`src/rtl/iomem_ctrl.sv`:
```
// Picosoc iomem bus controller: page decode to one-hot peripheral select,
// handshake sequencing with timeout watchdog, unmapped responder and error log.
module iomem_ctrl #(
    parameter logic [7:0]  BASE_PAGE = 8'h03,
    parameter int unsigned NUM_SLOTS = 4,
    parameter int unsigned TIMEOUT   = 255,
    parameter logic [31:0] ERR_DATA  = 32'hDEAD_BEEF
) (
    input  logic                    clk,
    input  logic                    reset,
    input  logic                    iomem_valid,
    output logic                    iomem_ready,
    input  logic [3:0]              iomem_wstrb,
    input  logic [31:0]             iomem_addr,
    input  logic [31:0]             iomem_wdata,
    output logic [31:0]             iomem_rdata,
    output logic [NUM_SLOTS-1:0]    per_sel,
    output logic [3:0]              per_wstrb,
    output logic [23:0]             per_addr,
    output logic [31:0]             per_wdata,
    input  logic [NUM_SLOTS-1:0]    per_ready,
    input  logic [32*NUM_SLOTS-1:0] per_rdata,
    output logic                    err_flag,
    output logic [31:0]             err_addr,
    input  logic                    err_clear
);

    localparam logic [8:0]           SLOTS9  = 9'(NUM_SLOTS);
    localparam logic [15:0]          TLAST   = 16'(TIMEOUT - 1);
    localparam logic [NUM_SLOTS-1:0] SEL_LSB = NUM_SLOTS'(1);

    typedef enum logic [1:0] {IDLE, ACCESS, RESP} state_t;

    state_t      state;
    logic [15:0] timer;
    logic [7:0]  req_page;
    logic [8:0]  slot_off;
    logic        mapped;
    logic        sel_ready;
    logic        log_err;
    logic [31:0] sel_rdata;
    logic [31:0] log_addr;

    always_comb begin
        // 9-bit difference: bit 8 set means the page lies below BASE_PAGE
        slot_off  = {1'b0, iomem_addr[31:24]} - {1'b0, BASE_PAGE};
        mapped    = !slot_off[8] && (slot_off < SLOTS9);
        sel_ready = |(per_ready & per_sel);
        sel_rdata = '0;
        for (int unsigned i = 0; i < NUM_SLOTS; i++) begin
            if (per_sel[i]) sel_rdata = per_rdata[32*i +: 32];
        end
        log_err  = 1'b0;
        log_addr = iomem_addr;
        case (state)
            IDLE:    if (iomem_valid && !mapped) log_err = 1'b1;
            ACCESS:  if (!sel_ready && timer == TLAST) begin
                         log_err  = 1'b1;
                         log_addr = {req_page, per_addr};
                     end
            default: ;
        endcase
    end

    always_ff @(posedge clk) begin
        if (reset) begin
            state       <= IDLE;
            timer       <= '0;
            req_page    <= '0;
            iomem_ready <= 1'b0;
            iomem_rdata <= '0;
            per_sel     <= '0;
            per_wstrb   <= '0;
            per_addr    <= '0;
            per_wdata   <= '0;
            err_flag    <= 1'b0;
            err_addr    <= '0;
        end else begin
            iomem_ready <= 1'b0;
            case (state)
                IDLE: if (iomem_valid) begin
                    per_addr  <= iomem_addr[23:0];
                    per_wstrb <= iomem_wstrb;
                    per_wdata <= iomem_wdata;
                    req_page  <= iomem_addr[31:24];
                    timer     <= '0;
                    if (mapped) begin
                        per_sel <= SEL_LSB << slot_off[7:0];
                        state   <= ACCESS;
                    end else begin
                        iomem_rdata <= ERR_DATA;
                        iomem_ready <= 1'b1;
                        state       <= RESP;
                    end
                end
                ACCESS: begin
                    if (sel_ready) begin
                        iomem_rdata <= sel_rdata;
                        per_sel     <= '0;
                        iomem_ready <= 1'b1;
                        state       <= RESP;
                    end else if (timer == TLAST) begin
                        iomem_rdata <= ERR_DATA;
                        per_sel     <= '0;
                        iomem_ready <= 1'b1;
                        state       <= RESP;
                    end else begin
                        timer <= timer + 16'd1;
                    end
                end
                RESP:    state <= IDLE;
                default: state <= IDLE;
            endcase
            // A coincident clear loses to a new error, which then owns err_addr
            if (log_err) begin
                err_flag <= 1'b1;
                if (!err_flag || err_clear) err_addr <= log_addr;
            end else if (err_clear) begin
                err_flag <= 1'b0;
            end
        end
    end

endmodule

```
`config.mk`:
```
export PLATFORM = sky130hd
export DESIGN_NAME = iomem_ctrl
export DESIGN_NICKNAME = d
export VERILOG_FILES = /design/src/rtl/iomem_ctrl.sv
export SDC_FILE = /design/constraint.sdc
export NUM_CORES = 1
export LEC_CHECK = 0
export CORE_MARGIN = 5
export CORE_UTILIZATION = 44
export DETAILED_ROUTE_END_ITERATION = 7
export DONT_BUFFER_PORTS = 1
export GPL_ROUTABILITY_DRIVEN = 0
export PLACE_DENSITY = 0.71
export SETUP_SLACK_MARGIN = 0.1
export SYNTH_ARGS = -nofsm -noshare
export SYNTH_HDL_FRONTEND = slang
export SYNTH_SLANG_ARGS = --single-unit
```
`constraint.sdc`:
```
create_clock -name clk -period 2 [get_ports clk]
set_clock_uncertainty 0.05 [all_clocks]
set_input_delay 0.2 -clock clk [delete_from_list [all_inputs] [get_ports clk]]
set_output_delay 0.2 -clock clk [all_outputs]
set_load 0.05 [all_outputs]
```
; ---- Word-level counts from Yosys, hierarchy flattened
; Cells that the tools add are included.
[word_totals]
input_bits = 204
elab_cells = 77
ff_bits = 156
[classes]
shifts = 1
muxes = 35
n_addsub = 2
reduce_logical = 18
bitwise_logic = 1
eq_ne = 8
magnitude_cmp = 1
[ops]
columns = operator, n
row1 = 32-bit two-way mux, 10
row2 = 32-bit case mux with 2 select lines, 1
row3 = 16-bit two-way mux, 3
row4 = 16-bit case mux with 2 select lines, 1
row5 = "16-bit by 1-bit adder with 16-bit output, second input constant", 1
row6 = "16-bit by 8-bit equality test with 1-bit output, second input constant", 1
row7 = 4-bit two-way mux, 4
row8 = 4-bit AND reduction, 3
row9 = "2-bit inequality test, second input constant", 5
row10 = "9-bit by 3-bit less-than comparator with 1-bit output, second input constant", 1
row11 = "8-bit by 2-bit subtractor with 9-bit output, second input constant", 1
row12 = 1-bit two-way mux, 8
row13 = 2-bit two-way mux, 4
row14 = 4-bit case mux with 2 select lines, 1
row15 = "1-bit by 8-bit << shifter with 4-bit output, first input constant", 1
row16 = 2-bit AND reduction, 3
row17 = 4-bit AND, 1
row18 = 1-bit zero test, 4
row19 = 1-bit case mux with 2 select lines, 2
row20 = 2-bit case mux with 2 select lines, 1
row21 = 2-bit nonzero test, 2
row22 = 4-bit OR reduction, 1
row23 = 1-bit logical AND, 3
row24 = "3-bit inequality test, second input constant", 1
row25 = 3 further kinds, 3

; ---- Depth between registers and ports, before layout
[depth]
ltp_word = 8
depth_mapped = 9

; ---- Least setup slack after synthesis
; OpenSTA, ideal clock, no wires.
[synth_path]
kind = register -> register
from = register per_sel[1]
to = register iomem_rdata[0]
t_required_ns = 1.798
setup_time_ns = 0.152
path_buffers = 2
stages_incl_launch_ff = 7
slack_ns = -0.244
arrival_time_ns = 2.042
cell_sequence = dfxtp_1 buf_2 a22o_1 nor2_1 nor2_1 clkbuf_1 a221oi_2
[synth_between]
elab_chain_len = 5
[synth_rtl]
columns = item, line_no
row1 = "start, declared", 17  ; output logic [NUM_SLOTS-1:0] per_sel,
row2 = "start signal, assigned", 88  ; per_sel <= SEL_LSB << slot_off[7:0];
row3 = 32-bit two-way mux (3 in series), 51  ; if (per_sel[i]) sel_rdata = per_rdata[32*i +: 32];
row4 = 32-bit two-way mux, 97  ; if (sel_ready) begin
row5 = 32-bit case mux with 2 select lines, 80  ; case (state)
row6 = "end signal, assigned", 98  ; iomem_rdata <= sel_rdata;
row7 = "end, declared", 16  ; output logic [31:0] iomem_rdata,
; Parallel ways exist; a longest one is shown, timed or not.
; A chain may end at the register's enable or synchronous reset.

; ---- Worst setup path after layout
[layout_path]
from = register timer[0]
to = register iomem_rdata[30]
[layout_between]
elab_chain_len = 3
[layout_rtl]
columns = item, line_no
row1 = "start, declared", 35  ; logic [15:0] timer;
row2 = "start signal, assigned", 108  ; timer <= timer + 16'd1;
row3 = 16-bit by 8-bit equality test with 1-bit output, 102  ; end else if (timer == TLAST) begin
row4 = 3-bit inequality test (no line), -
row5 = 4-bit AND reduction (no line), -
; Every way passes these cells.

==> run_results.csv <==
group,metric,value,unit
status,status,"complete, but fails checks",
status,violations,"hold timing",
worst_setup_path,cp.required,2270,ps
drt,first_iter_violations,389,
global_route,grt_max_degree,136,
cts,cts_root_buf,"clkbuf_16",
hold_path,min_delay_path_depth,1,
cts,htreeDepth,4,
cts,clk_path_buf_depth,2,
hold_path,min_path_type,"in2reg",
cells_and_area,fin_cells,1205,
floorplan,die-area,19800,um^2
drt,drtAntennaViolNets,0,
sta,tightest_slew,979,ps
floorplan,start_util,45.1,%
placed_design,dpl.hpwl,17300,um
synthesis,ys_types,57,
synthesis,synth_edf_count,0,
floorplan,ios,334,
worst_setup_path,r2r-end,"iomem_rdata[30]",
floorplan,core_area,16700,um^2
sta,fin_crit_sh,98.7,%
synthesis,ys_seq_area_share,41.5,%
synthesis,avgSynthCellArea,8.42,um^2
worst_setup_path,cpPeakStageDelay,320,ps
flow_run,max-cap-violations,0,
sta,max_freq,507,MHz
global_route,grt_pass1_wl,37000,um
worst_setup_path,crit_fanout,7,
sta,setup_viol,0,
synthesis,syn_nets,1102,
cells_and_area,fill_cells,1455,
worst_setup_path,cp_cell_sequence,"inv_2 -> ha_4 -> nor4b_4 -> buf_4 -> nand4_4 -> a21o_1 -> and2_4 -> clkbuf_16 -> a221oi_2",
floorplan,rows,47,
drt,via_per_inst,5.99,
floorplan,fp.dieW,141,um
power_and_ir_drop,ir_drop,0.000635,V
sta,rsz0062_at_grt,"yes",
synthesis,ys_warn_count,0,
worst_setup_path,ff2ff_setup_slack,30,ps
power_and_ir_drop,power_density,812,nW/um^2
worst_setup_path,rr_worst_depth,9,
hold_path,hp-start,"reset",
worst_setup_path,path_buf_inv,3,
cells_and_area,area_growth,28.7,%
sta,holdWs,-194,ps
cts,clk_pin_slew,60,ps
hold_path,min_to,"req_page[2]",
worst_setup_path,end_kind,"flop",
sta,slew_viol_final,0,
placed_design,port_buffers,0,
worst_setup_path,cp-start-kind,"flop",
synthesis,synthCells,895,
cells_and_area,drive_above_1_share,20.6,%
cts,clk_latency,420,ps
cells_and_area,nNetsFinal,1179,
placed_design,dp.cells,1115,
drt,dr.pass1.iters,6,
cells_and_area,final_cell_mix,"nand2_1 (166), dfxtp_1 (150), a21oi_1 (104)",
synthesis,synth.cell_area,7530,um^2
cells_and_area,final_core_util,58.0,%
drt,vias,7219,
global_route,grt_pass1_vias,6808,
power_and_ir_drop,p_leak,3.71,nW
floorplan,fp.dieH,141,um
synthesis,synthFlopType,"dfxtp_1",
global_route,gr-total-overflow,0,
global_route,grt_use_total,23.3,%
worst_setup_path,arrival,2250,ps
drt,routedWlPerCell,21.6,um
worst_setup_path,cpLargestDelayFamily,"simple AND/OR/NAND/NOR gates",
sta,hold_violations,96,
sta,period_needed,1970,ps
synthesis,ys_seq_elements,156,
cts,hold_buffers,44,
global_route,antenna_found_initial,2,
drt,route.detailed.drc,0,
worst_setup_path,r2r-start,"timer[0]",
cells_and_area,postLayoutCellArea,9690,um^2
cts,clock_sinks,156,
sta,slew_headroom,34.2,%
cts,cts_tree,"built",
worst_setup_path,cp_slowest_cell,"dfxtp_2",
worst_setup_path,worstSetupPathType,"reg2reg",
cells_and_area,final_common_cell,"nand2_1",
synthesis,async_flop_share,0,%
cts,cts_buffers,17,
placed_design,place_area,8200,um^2
drt,wirelength,26000,um
[registers in the layout, summed over array words and instances (netlist names), 2 cells and up]
| name | count |
|---|---|
| per_wstrb | 4 |
| iomem_rdata | 32 |
| state | 2 |
| per_sel | 4 |
| per_wdata | 32 |
| timer | 16 |
| err_addr | 32 |
| req_page | 8 |
| per_addr | 24 |
[logic make-up after synthesis]
logic type / after synthesis / synth area share, %
adders and majority gates: 3 / 0.498
DFF: 156 / 41.5
AOI/OAI and AO/OA: 267 / 25.7
buffers and inverters: 113 / 6.39
xor gates and xnor gates: 2 / 0.233
muxes: 36 / 4.78
and+or+nand+nor: 318 / 20.9
[final cells by class]
class | count | area (um^2) | share of cell area, %
Timing Repair Buffer | 142 | 1450 | 14.9
Tap cell | 220 | 275 | 2.84
Antenna cell | 1 | 2.50 | 0.0258
Inverter | 29 | 109 | 1.12
Multi-Input combinational cell | 626 | 4160 | 42.9
Clock buffer | 20 | 457 | 4.71
Clock inverter | 11 | 110 | 1.14
Sequential cell | 156 | 3130 | 32.3
[power by group]
part	total (mW)	leakage, nW	switching [mW]	internal, mW
sequential	3.70	1.28	0.416	3.28
combinational	1.04	2.15	0.648	0.388
clock	3.14	0.270	1.35	1.79
total	7.87	3.71	2.42	5.46
[cells in the mapped netlist, types with 3 or more instances]
cell type	n	area [um^2]
nor2b_1	34	213
a41oi_1	32	280
buf_1	4	15.0
buf_2	11	55.1
nand2_1	167	627
dfxtp_1	156	3120
nor2_1	18	67.6
nand3_1	6	30.0
a32o_1	8	80.1
buf_6	3	33.8
inv_1	28	105
nor3_1	31	155
o21ai_1	8	40.0
a31oi_1	4	25.0
or3_1	6	37.5
ha_1	3	37.5
a31o_2	4	35.0
mux2i_1	36	360
nor3b_1	33	248
a221oi_1	32	280
a221oi_2	24	360
a21oi_1	105	526
nand4_1	4	25.0
o21ai_0	30	150
o31ai_1	8	60.1
clkbuf_1	61	229
[worst reg2reg max path, delay by kind of cell (launching register included)]
kind | cells | cell delay, ps
compound gates | 2 | 430
flops | 1 | 320
buf+inv | 3 | 420
fa+ha+maj | 1 | 120
simple gates | 3 | 530
[how the worst max path moves through the flow]
stage	cells after the start	end	from
floorplan	8	err_addr[11]	per_sel[1]
global route	9	iomem_rdata[30]	timer[0]
CTS	8	err_addr[8]	timer[0]
detailed placement	6	iomem_rdata[30]	iomem_addr[31]
global placement	6	iomem_rdata[3]	iomem_addr[31]
finish	9	iomem_rdata[30]	timer[0]
[metal layers]
layer / up-vias / wire length [um] / GRT usage (%)
met5: - / 13 / 0
met4: 2 / 810 / 8.98
met3: 52 / 2410 / 8.13
met2: 365 / 13500 / 41.8
met1: 3395 / 9290 / 25.2
li1: 3405 / - / -
[metrics by stage]
step	setup WS, ps	power (mW)	setup TNS, ps
2_1_floorplan	112	4.41	0
3_3_place_gp	20.2	4.63	0
3_5_place_dp	-24.2	4.65	-333
4_1_cts	87.0	7.87	0
5_1_grt	-54.1	8.16	-405
6_report	26.2	7.87	0
[timing repair]
item,4_1_cts,5_1_grt
buffers inserted,0,3
endpoints found under the hold margin,142,98
pin swaps,2,38
setup endpoints to repair,20,80
cloned,0,11
gates resized for setup,4,73
Power figures use the tool's default switching activity.
